===== src/rtl/sink_req_arbiter.sv =====
// Round-robin arbiter sharing one AHB master command port between NUM_REQ sink controllers.
// Grants one command at a time, returns read data to its originator, and handles sleep.
module sink_req_arbiter #(
  parameter int ADDR_WIDTH = 32,
  parameter int DATA_WIDTH = 32,
  parameter int NUM_REQ    = 2,
  parameter int GNT_W      = 1
) (
  input  logic                          i_clk_sink,
  input  logic                          i_rstn_sink,
  input  logic [NUM_REQ-1:0]            i_req_valid,
  input  logic [NUM_REQ-1:0]            i_req_rd0_wr1,
  input  logic [NUM_REQ*ADDR_WIDTH-1:0] i_req_addr,
  input  logic [NUM_REQ*DATA_WIDTH-1:0] i_req_wr_data,
  output logic [NUM_REQ-1:0]            o_req_ready,
  output logic [NUM_REQ-1:0]            o_rsp_valid,
  output logic [DATA_WIDTH-1:0]         o_rsp_data,
  output logic                          o_valid,
  output logic                          o_rd0_wr1,
  output logic [ADDR_WIDTH-1:0]         o_addr,
  output logic [DATA_WIDTH-1:0]         o_wr_data,
  input  logic                          i_ready,
  input  logic                          i_rd_valid,
  input  logic [DATA_WIDTH-1:0]         i_rd_data,
  input  logic                          i_sleep_req,
  output logic                          o_sleep_ack,
  output logic [GNT_W-1:0]              o_grant_id
);

  typedef enum logic [1:0] {IDLE, ISSUE, WAIT_RD, SLEEP} state_t;

  state_t                  state, state_nxt;
  logic [GNT_W-1:0]        ptr, ptr_nxt;
  logic                    any_req;
  logic [GNT_W-1:0]        win;

  logic [NUM_REQ-1:0]      req_ready_nxt, rsp_valid_nxt;
  logic [DATA_WIDTH-1:0]   rsp_data_nxt, wr_data_nxt;
  logic [ADDR_WIDTH-1:0]   addr_nxt;
  logic                    valid_nxt, rd0_wr1_nxt, sleep_ack_nxt;
  logic [GNT_W-1:0]        grant_id_nxt;

  function automatic logic [GNT_W-1:0] wrap_idx(input int base, input int off);
    return GNT_W'((base + off) % NUM_REQ);
  endfunction

  // Search starts at the pointer so the last winner has lowest priority next time.
  always_comb begin
    any_req = 1'b0;
    win     = '0;
    for (int k = 0; k < NUM_REQ; k++) begin
      if (!any_req && i_req_valid[wrap_idx(int'(ptr), k)]) begin
        any_req = 1'b1;
        win     = wrap_idx(int'(ptr), k);
      end
    end
  end

  always_comb begin
    state_nxt = state;
    unique case (state)
      IDLE:    if (i_sleep_req) state_nxt = SLEEP;
               else if (any_req) state_nxt = ISSUE;
      ISSUE:   if (i_ready) state_nxt = o_rd0_wr1 ? IDLE : WAIT_RD;
      WAIT_RD: if (i_rd_valid) state_nxt = IDLE;
      SLEEP:   if (!i_sleep_req) state_nxt = IDLE;
      default: state_nxt = IDLE;
    endcase
  end

  // NOTE: every signal gets a default before the case so no path leaves it unassigned (no latch).
  always_comb begin
    valid_nxt     = o_valid;
    rd0_wr1_nxt   = o_rd0_wr1;
    addr_nxt      = o_addr;
    wr_data_nxt   = o_wr_data;
    grant_id_nxt  = o_grant_id;
    rsp_data_nxt  = o_rsp_data;
    ptr_nxt       = ptr;
    req_ready_nxt = '0;
    rsp_valid_nxt = '0;
    sleep_ack_nxt = (state_nxt == SLEEP);
    case (state)
      IDLE: begin
        if (!i_sleep_req && any_req) begin
          valid_nxt          = 1'b1;
          rd0_wr1_nxt        = i_req_rd0_wr1[win];
          addr_nxt           = i_req_addr[win*ADDR_WIDTH +: ADDR_WIDTH];
          wr_data_nxt        = i_req_wr_data[win*DATA_WIDTH +: DATA_WIDTH];
          req_ready_nxt[win] = 1'b1;
          grant_id_nxt       = win;
          ptr_nxt            = wrap_idx(int'(win), 1);
        end
      end
      ISSUE: if (i_ready) valid_nxt = 1'b0;
      WAIT_RD: begin
        if (i_rd_valid) begin
          rsp_data_nxt              = i_rd_data;
          rsp_valid_nxt[o_grant_id] = 1'b1;
        end
      end
      default: ;
    endcase
  end

  // NOTE: sequential state uses non-blocking assignments so all registers update together.
  always_ff @(posedge i_clk_sink or negedge i_rstn_sink) begin
    if (!i_rstn_sink) begin
      state       <= IDLE;
      ptr         <= '0;
      o_valid     <= 1'b0;
      o_rd0_wr1   <= 1'b0;
      o_addr      <= '0;
      o_wr_data   <= '0;
      o_req_ready <= '0;
      o_rsp_valid <= '0;
      o_rsp_data  <= '0;
      o_sleep_ack <= 1'b0;
      o_grant_id  <= '0;
    end else begin
      state       <= state_nxt;
      ptr         <= ptr_nxt;
      o_valid     <= valid_nxt;
      o_rd0_wr1   <= rd0_wr1_nxt;
      o_addr      <= addr_nxt;
      o_wr_data   <= wr_data_nxt;
      o_req_ready <= req_ready_nxt;
      o_rsp_valid <= rsp_valid_nxt;
      o_rsp_data  <= rsp_data_nxt;
      o_sleep_ack <= sleep_ack_nxt;
      o_grant_id  <= grant_id_nxt;
    end
  end

endmodule


===== config.mk =====
export PLATFORM = sky130hd
export DESIGN_NAME = sink_req_arbiter
export DESIGN_NICKNAME = d
export VERILOG_FILES = /design/src/rtl/sink_req_arbiter.sv
export SDC_FILE = /design/constraint.sdc
export NUM_CORES = 1
export LEC_CHECK = 0
export CORE_MARGIN = 2
export CORE_UTILIZATION = 28
export DETAILED_ROUTE_END_ITERATION = 10
export MAX_ROUTING_LAYER = met4
export SLEW_MARGIN = 20
export SYNTH_ARGS = -nofsm -noshare
export SYNTH_HDL_FRONTEND = slang
export SYNTH_SLANG_ARGS = --single-unit

===== constraint.sdc =====
create_clock -name i_clk_sink -period 1.94 [get_ports i_clk_sink]
set_input_delay 0.388 -clock i_clk_sink [delete_from_list [all_inputs] [get_ports i_clk_sink]]
set_output_delay 0.388 -clock i_clk_sink [all_outputs]
set_load 0.01 [all_outputs]

# Yosys cells after proc, flatten, opt, wreduce, memory -nomap -nowiden
# Index checks and enable logic that the tools add are counted.
totals:
  regBits: 107
  in_bits: 169
  output_inout_bits: 104
  word_cells: 66
op_classes:
  n_addsub: 2
  magnitude_cmp: 6
  n_eq_ne: 6
  n_shift: 2
  mux: 28
  reduce_logical: 11
op_table:
  columns: ["operator", "count"]
  rows:
  - ["64-bit by 7-bit indexed part select with 32-bit output", 2]
  - ["2-bit 2-to-1 mux", 10]
  - ["1-bit 2-to-1 mux", 14]
  - ["1-bit by 2-bit < comparator with 1-bit output, second input constant", 4]
  - ["2-bit one-hot mux with 4 select lines", 1]
  - ["2-bit equality test, second input constant", 3]
  - ["1-bit logical AND", 4]
  - ["2-bit != test, second input constant", 2]
  - ["2-bit AND reduction", 2]
  - ["3-bit AND reduction", 1]
  - ["1-bit adder, second input constant", 2]
  - ["1-bit demux with 1-bit select", 2]
  - ["2-bit by 1-bit equality test with 1-bit output, second input constant", 1]
  - ["1-bit greater-or-equal comparator, second input constant", 2]
  - ["1-bit zero test", 2]
  - ["2-bit zero test", 1]
  - ["1-bit one-hot mux with 2 select lines", 1]
  - ["2-bit nonzero test", 1]

# Depth between registers and ports, before layout
logic_depth:
  depth_word: 12
  depth_mapped: 6
  ltp_nobuf: 3

# Worst setup path after synthesis
# OpenSTA, ideal clock, no wires.
synth_timing:
  path_type: "register to register"
  start: "register state[1]"
  end: "register o_addr[0]"
  setup_ns: 0.126
  arrival_ns: 1.557
  required_ns: 1.814
  path_slack_ns: 0.257
  stages_incl_launch_ff: 6
  path_buffers: 2
  period_less_slack_ns: 1.683
  path_cell_list: "dfrtp_1 -> or3_4 -> buf_2 -> buf_2 -> o21a_1 -> a221o_1"
synth_between:
  elab_chain_cells: 2
synth_rtl:
  columns: ["item", "line_no", "text"]
  rows:
  - ["start: declaration", "32", "state_t state, state_nxt;"]
  - ["start signal: assignment", "121", "state <= state_nxt;"]
  - ["2-bit zero test", "83", "case (state)"]
  - ["2-bit AND reduction (no source line)", null, null]
  - ["end signal: assignment", "125", "o_addr <= addr_nxt;"]
  - ["end: declaration", "20", "output logic [ADDR_WIDTH-1:0] o_addr,"]
# Every way passes these cells.
# A chain may end at the register's enable or synchronous reset.

# Worst setup path after layout
layout_timing:
  start: "input port i_sleep_req"
  end: "register o_addr[22]"
layout_between:
  elab_chain_cells: 3
layout_rtl:
  columns: ["item", "line_no", "text"]
  rows:
  - ["start: declaration", "25", "input logic i_sleep_req,"]
  - ["1-bit zero test", "85", "if (!i_sleep_req && any_req) begin"]
  - ["1-bit logical AND", "85", null]
  - ["2-bit AND reduction (no source line)", null, null]
# Every way passes these cells.

==> results by group <==
Run status
  • Outcome: finished clean

Setup path
  • Data required time of the worst path: 2.22 ns
  • Worst Path Class, Setup: primary input to register
  • Type of destination of the critical path: register
  • Arrival time of the worst setup path: 2.01 ns
  • Critical Path Fanout Max: 40
  • Crit path launch type: primary input

Worst hold path
  • Worst min path class: register to register

Logic synthesis
  • Most area-hungry cell type in the Yosys netlist: sky130_fd_sc_hd__dfrtp_1
  • Mapped Avg Cell Area: 13.7 sq um
  • Post-Synth XOR/XNOR Area: 0
  • Fraction of registers with async set or reset after synthesis: 1.00
  • Cell types with the largest area share after synthesis: sky130_fd_sc_hd__dfrtp_1, sky130_fd_sc_hd__a221o_1, sky130_fd_sc_hd__o21a_1
  • Most used flip-flop cell after synthesis: sky130_fd_sc_hd__dfrtp_1
  • Synth warnings: 0
  • Mux contribution to synthesized area: 0.0802
  • Post-synthesis instance area: 0.00449 sq mm
  • Number of enable-type register cells in the synthesized netlist: 0
  • Cell with the most instances after synthesis: sky130_fd_sc_hd__dfrtp_1
  • Adder-cell area share of the yosys netlist: 0
  • Synthesized instance count: 329
  • Number of synthesized register bits: 107
  • Yosys top cell area share: 0.596
  • Synthesized-area fraction occupied by ao, oa, aoi and oai cells: 0.266
  • Area share of and/or/nand/nor cells after synthesis: 0.0198
  • Ranking of synthesized cells by instance count: sky130_fd_sc_hd__dfrtp_1, sky130_fd_sc_hd__a221o_1, sky130_fd_sc_hd__o21a_1
  • Largest family of logic cells by synthesized area: compound AO/OA/AOI/OAI gates
  • Synth Net Count: 498
  • Sequential area share after synthesis: 0.596
  • Unique masters post-synth: 23

Finish
  • Fin area: 0.00793 sq mm
  • Fraction of layout instances using a drive strength above 1: 0.119
  • Fillers: 1383
  • # diodes: 0
  • Count of placed standard cells in the final layout, fillers left out: 821
  • Area growth, synth to finish: 76.4%
  • Utilization after layout: 0.503
  • # nets final: 769

Power and ir drop
  • Power consumption: 10.9 mW
  • Power per standard cell area: 1370 mW/mm^2
  • Worst IR Drop VDD: 0.617 mV
  • Leakage power of the design: 3.25 nW

Floorplanning
  • Die ar.: 0.0171 sq mm
  • Io pins: 273
  • Initial core utilization: 0.285
  • X dimension of the die: 131 microns
  • Placeable core region: 0.0158 sq mm
  • Floorplan die height: 131 microns
  • Placement row count: 46

GRT
  • Global route overflow: 0
  • Maximum number of pins on one net before global-route repair: 43
  • GRT Overall Usage: 0.176
  • Number of antenna violations at the first check in global routing: 0
  • Vias in the first global route: 4262
  • First-pass GRT wire length: 22200 microns

Placed design
  • Count of placed standard cells including taps: 804
  • Buffers on Ports: 272
  • Post-place setup slack: -0.152 ns
  • Post-detailed-placement half-perimeter wirelength: 10800 microns
  • DP Area: 0.00764 sq mm
  • Placer Congestion: 0.750

CTS
  • Clock tree from TritonCTS: built
  • Hold buffer count at cts: 1
  • Maximum count of clock buffers along a single path: 2
  • Library cell used as clock root buffer: sky130_fd_sc_hd__clkbuf_16
  • CTS buffer count: 9
  • Clk slew on worst S/H paths: 0.07 ns
  • Number of setup buffers added after CTS: 0
  • Sink count of the clock tree: 107
  • Cts repair resizes: 0
  • CTS H-Tree Depth: 3
  • Clock latency on the worst-skew pair: 0.34 ns

Timing
  • Total count of max-transition violations in the final report: 0
  • Maximum clock rate: 0.577 GHz
  • Total count of hold-check failures in the final report: 0
  • Setup violation total in the final timing report: 0
  • Part of the cycle the worst path needs: 0.893
  • Transition time of the tightest slew-check pin: 0.435 ns
  • Minimum clock period: 1.73 ns
  • Skew final: 0.00738 ns
  • Worst setup slack after layout: 0.207 ns
  • Setup repair after global routing missed its margin: no
  • Worst relative slew slack: 0.710

Routing
  • Remaining DRCs: 0
  • Post-detailed-route via-to-cell ratio: 4.81
  • Antenna-violating nets left: 0
  • Drt total wl: 14700 microns
  • DRT Pass-1 Iters: 4
  • Post-detailed-route wirelength per cell: 17.9 microns
  • Number of violations reported at the end of detailed-routing iteration 0: 161
  • Vias after detailed routing: 3950

Run
  • Max-cap violations: 0
-- logic make-up (layout without fill, tap and decap cells) --
| family | after synthesis | in the layout |
|---|---|---|
| AND/OR/NAND/NOR | 16 | 16 |
| multiplexers | 32 | 32 |
| flip-flops | 107 | 107 |
| buffers and inverters | 36 | 312 |
| AO/OA/AOI/OAI | 138 | 138 |
-- layout by cell type, fill, tap and decap left out, types with 2 or more instances in the layout --
master,instances
sky130_fd_sc_hd__clkdlybuf4s50_1,271
sky130_fd_sc_hd__dfrtp_1,107
sky130_fd_sc_hd__o21a_1,65
sky130_fd_sc_hd__a221o_1,65
sky130_fd_sc_hd__mux2_2,32
sky130_fd_sc_hd__buf_12,12
sky130_fd_sc_hd__clkbuf_16,9
sky130_fd_sc_hd__buf_4,8
sky130_fd_sc_hd__inv_1,4
sky130_fd_sc_hd__nand2b_1,3
sky130_fd_sc_hd__nor2_1,3
sky130_fd_sc_hd__nand2_1,3
sky130_fd_sc_hd__clkinvlp_4,3
sky130_fd_sc_hd__o21ai_0,2
sky130_fd_sc_hd__a21oi_1,2
sky130_fd_sc_hd__clkinv_2,2
-- sequential cells by signal, indices dropped and copies added, names as in the netlist --
signal	cells
o_rd0_wr1	1
o_valid	1
o_wr_data	32
o_grant_id	1
ptr	1
o_rsp_data	32
o_sleep_ack	1
state	2
o_rsp_valid	2
o_req_ready	2
o_addr	32
-- worst paths after layout --
kind                                        start                          to  slack, ns  cells after the start
max                                   i_sleep_req      o_addr[22]$_DFFE_PN0P_       0.21                      5
min                        o_grant_id$_DFFE_PN0P_    o_rsp_valid[0]$_DFF_PN0_       0.45                      1
max reg2reg                    state[1]$_DFF_PN0_      o_addr[22]$_DFFE_PN0P_       0.29                      4
min reg2reg                o_grant_id$_DFFE_PN0P_    o_rsp_valid[0]$_DFF_PN0_       0.45                      1
max in group asynchronous             i_rstn_sink      o_addr[11]$_DFFE_PN0P_       0.81                      3
min in group asynchronous             i_rstn_sink  o_rsp_data[10]$_DFFE_PN0P_       0.53                      2
-- per-stage QoR --
stage / TNS (ns) / hold WS (ns)
2_1_floorplan: 0 / 0.0924
3_3_place_gp: -8.67 / 0.354
3_5_place_dp: -8.56 / 0.361
4_1_cts: 0 / 0.454
5_1_grt: 0 / 0.499
6_report: 0 / 0.453
-- report_power, final --
group | internal (mW) | switching (mW) | leakage, nW | total, mW
Clock | 0.904 | 0.839 | 0.130 | 1.74
Sequential | 3.26 | 0.546 | 1.32 | 3.81
Combinational | 3.34 | 1.96 | 1.79 | 5.30
Total | 7.51 | 3.34 | 3.25 | 10.9
-- metal layers --
layer  global-route usage  vias to the layer above  share of wire
met4               0.0663                        0          0.018
met3               0.0399                       17          0.078
met1                0.208                     1934           0.42
met5                    -                        -              0
met2                0.293                      180           0.49
li1                     -                     1819              -
-- layout make-up --
| cell class | count | area [sq um] | share of cell area |
|---|---|---|---|
| clock inverter | 6 | 41.3 | 0.00521 |
| tap | 216 | 270 | 0.0341 |
| clock buffer | 10 | 239 | 0.0301 |
| inverter | 4 | 15.0 | 0.00189 |
| multi-input combinational | 186 | 1660 | 0.210 |
| timing repair buffer | 292 | 3020 | 0.381 |
| sequential | 107 | 2680 | 0.338 |
-- worst max-delay path: stages --
cell and delay, ns:
sky130_fd_sc_hd__clkdlybuf4s50_1 0.42, sky130_fd_sc_hd__or3_4 0.44, sky130_fd_sc_hd__a211oi_4 0.31, sky130_fd_sc_hd__buf_12 0.26, sky130_fd_sc_hd__a221o_1 0.19
(Power assumes the default switching activity.)
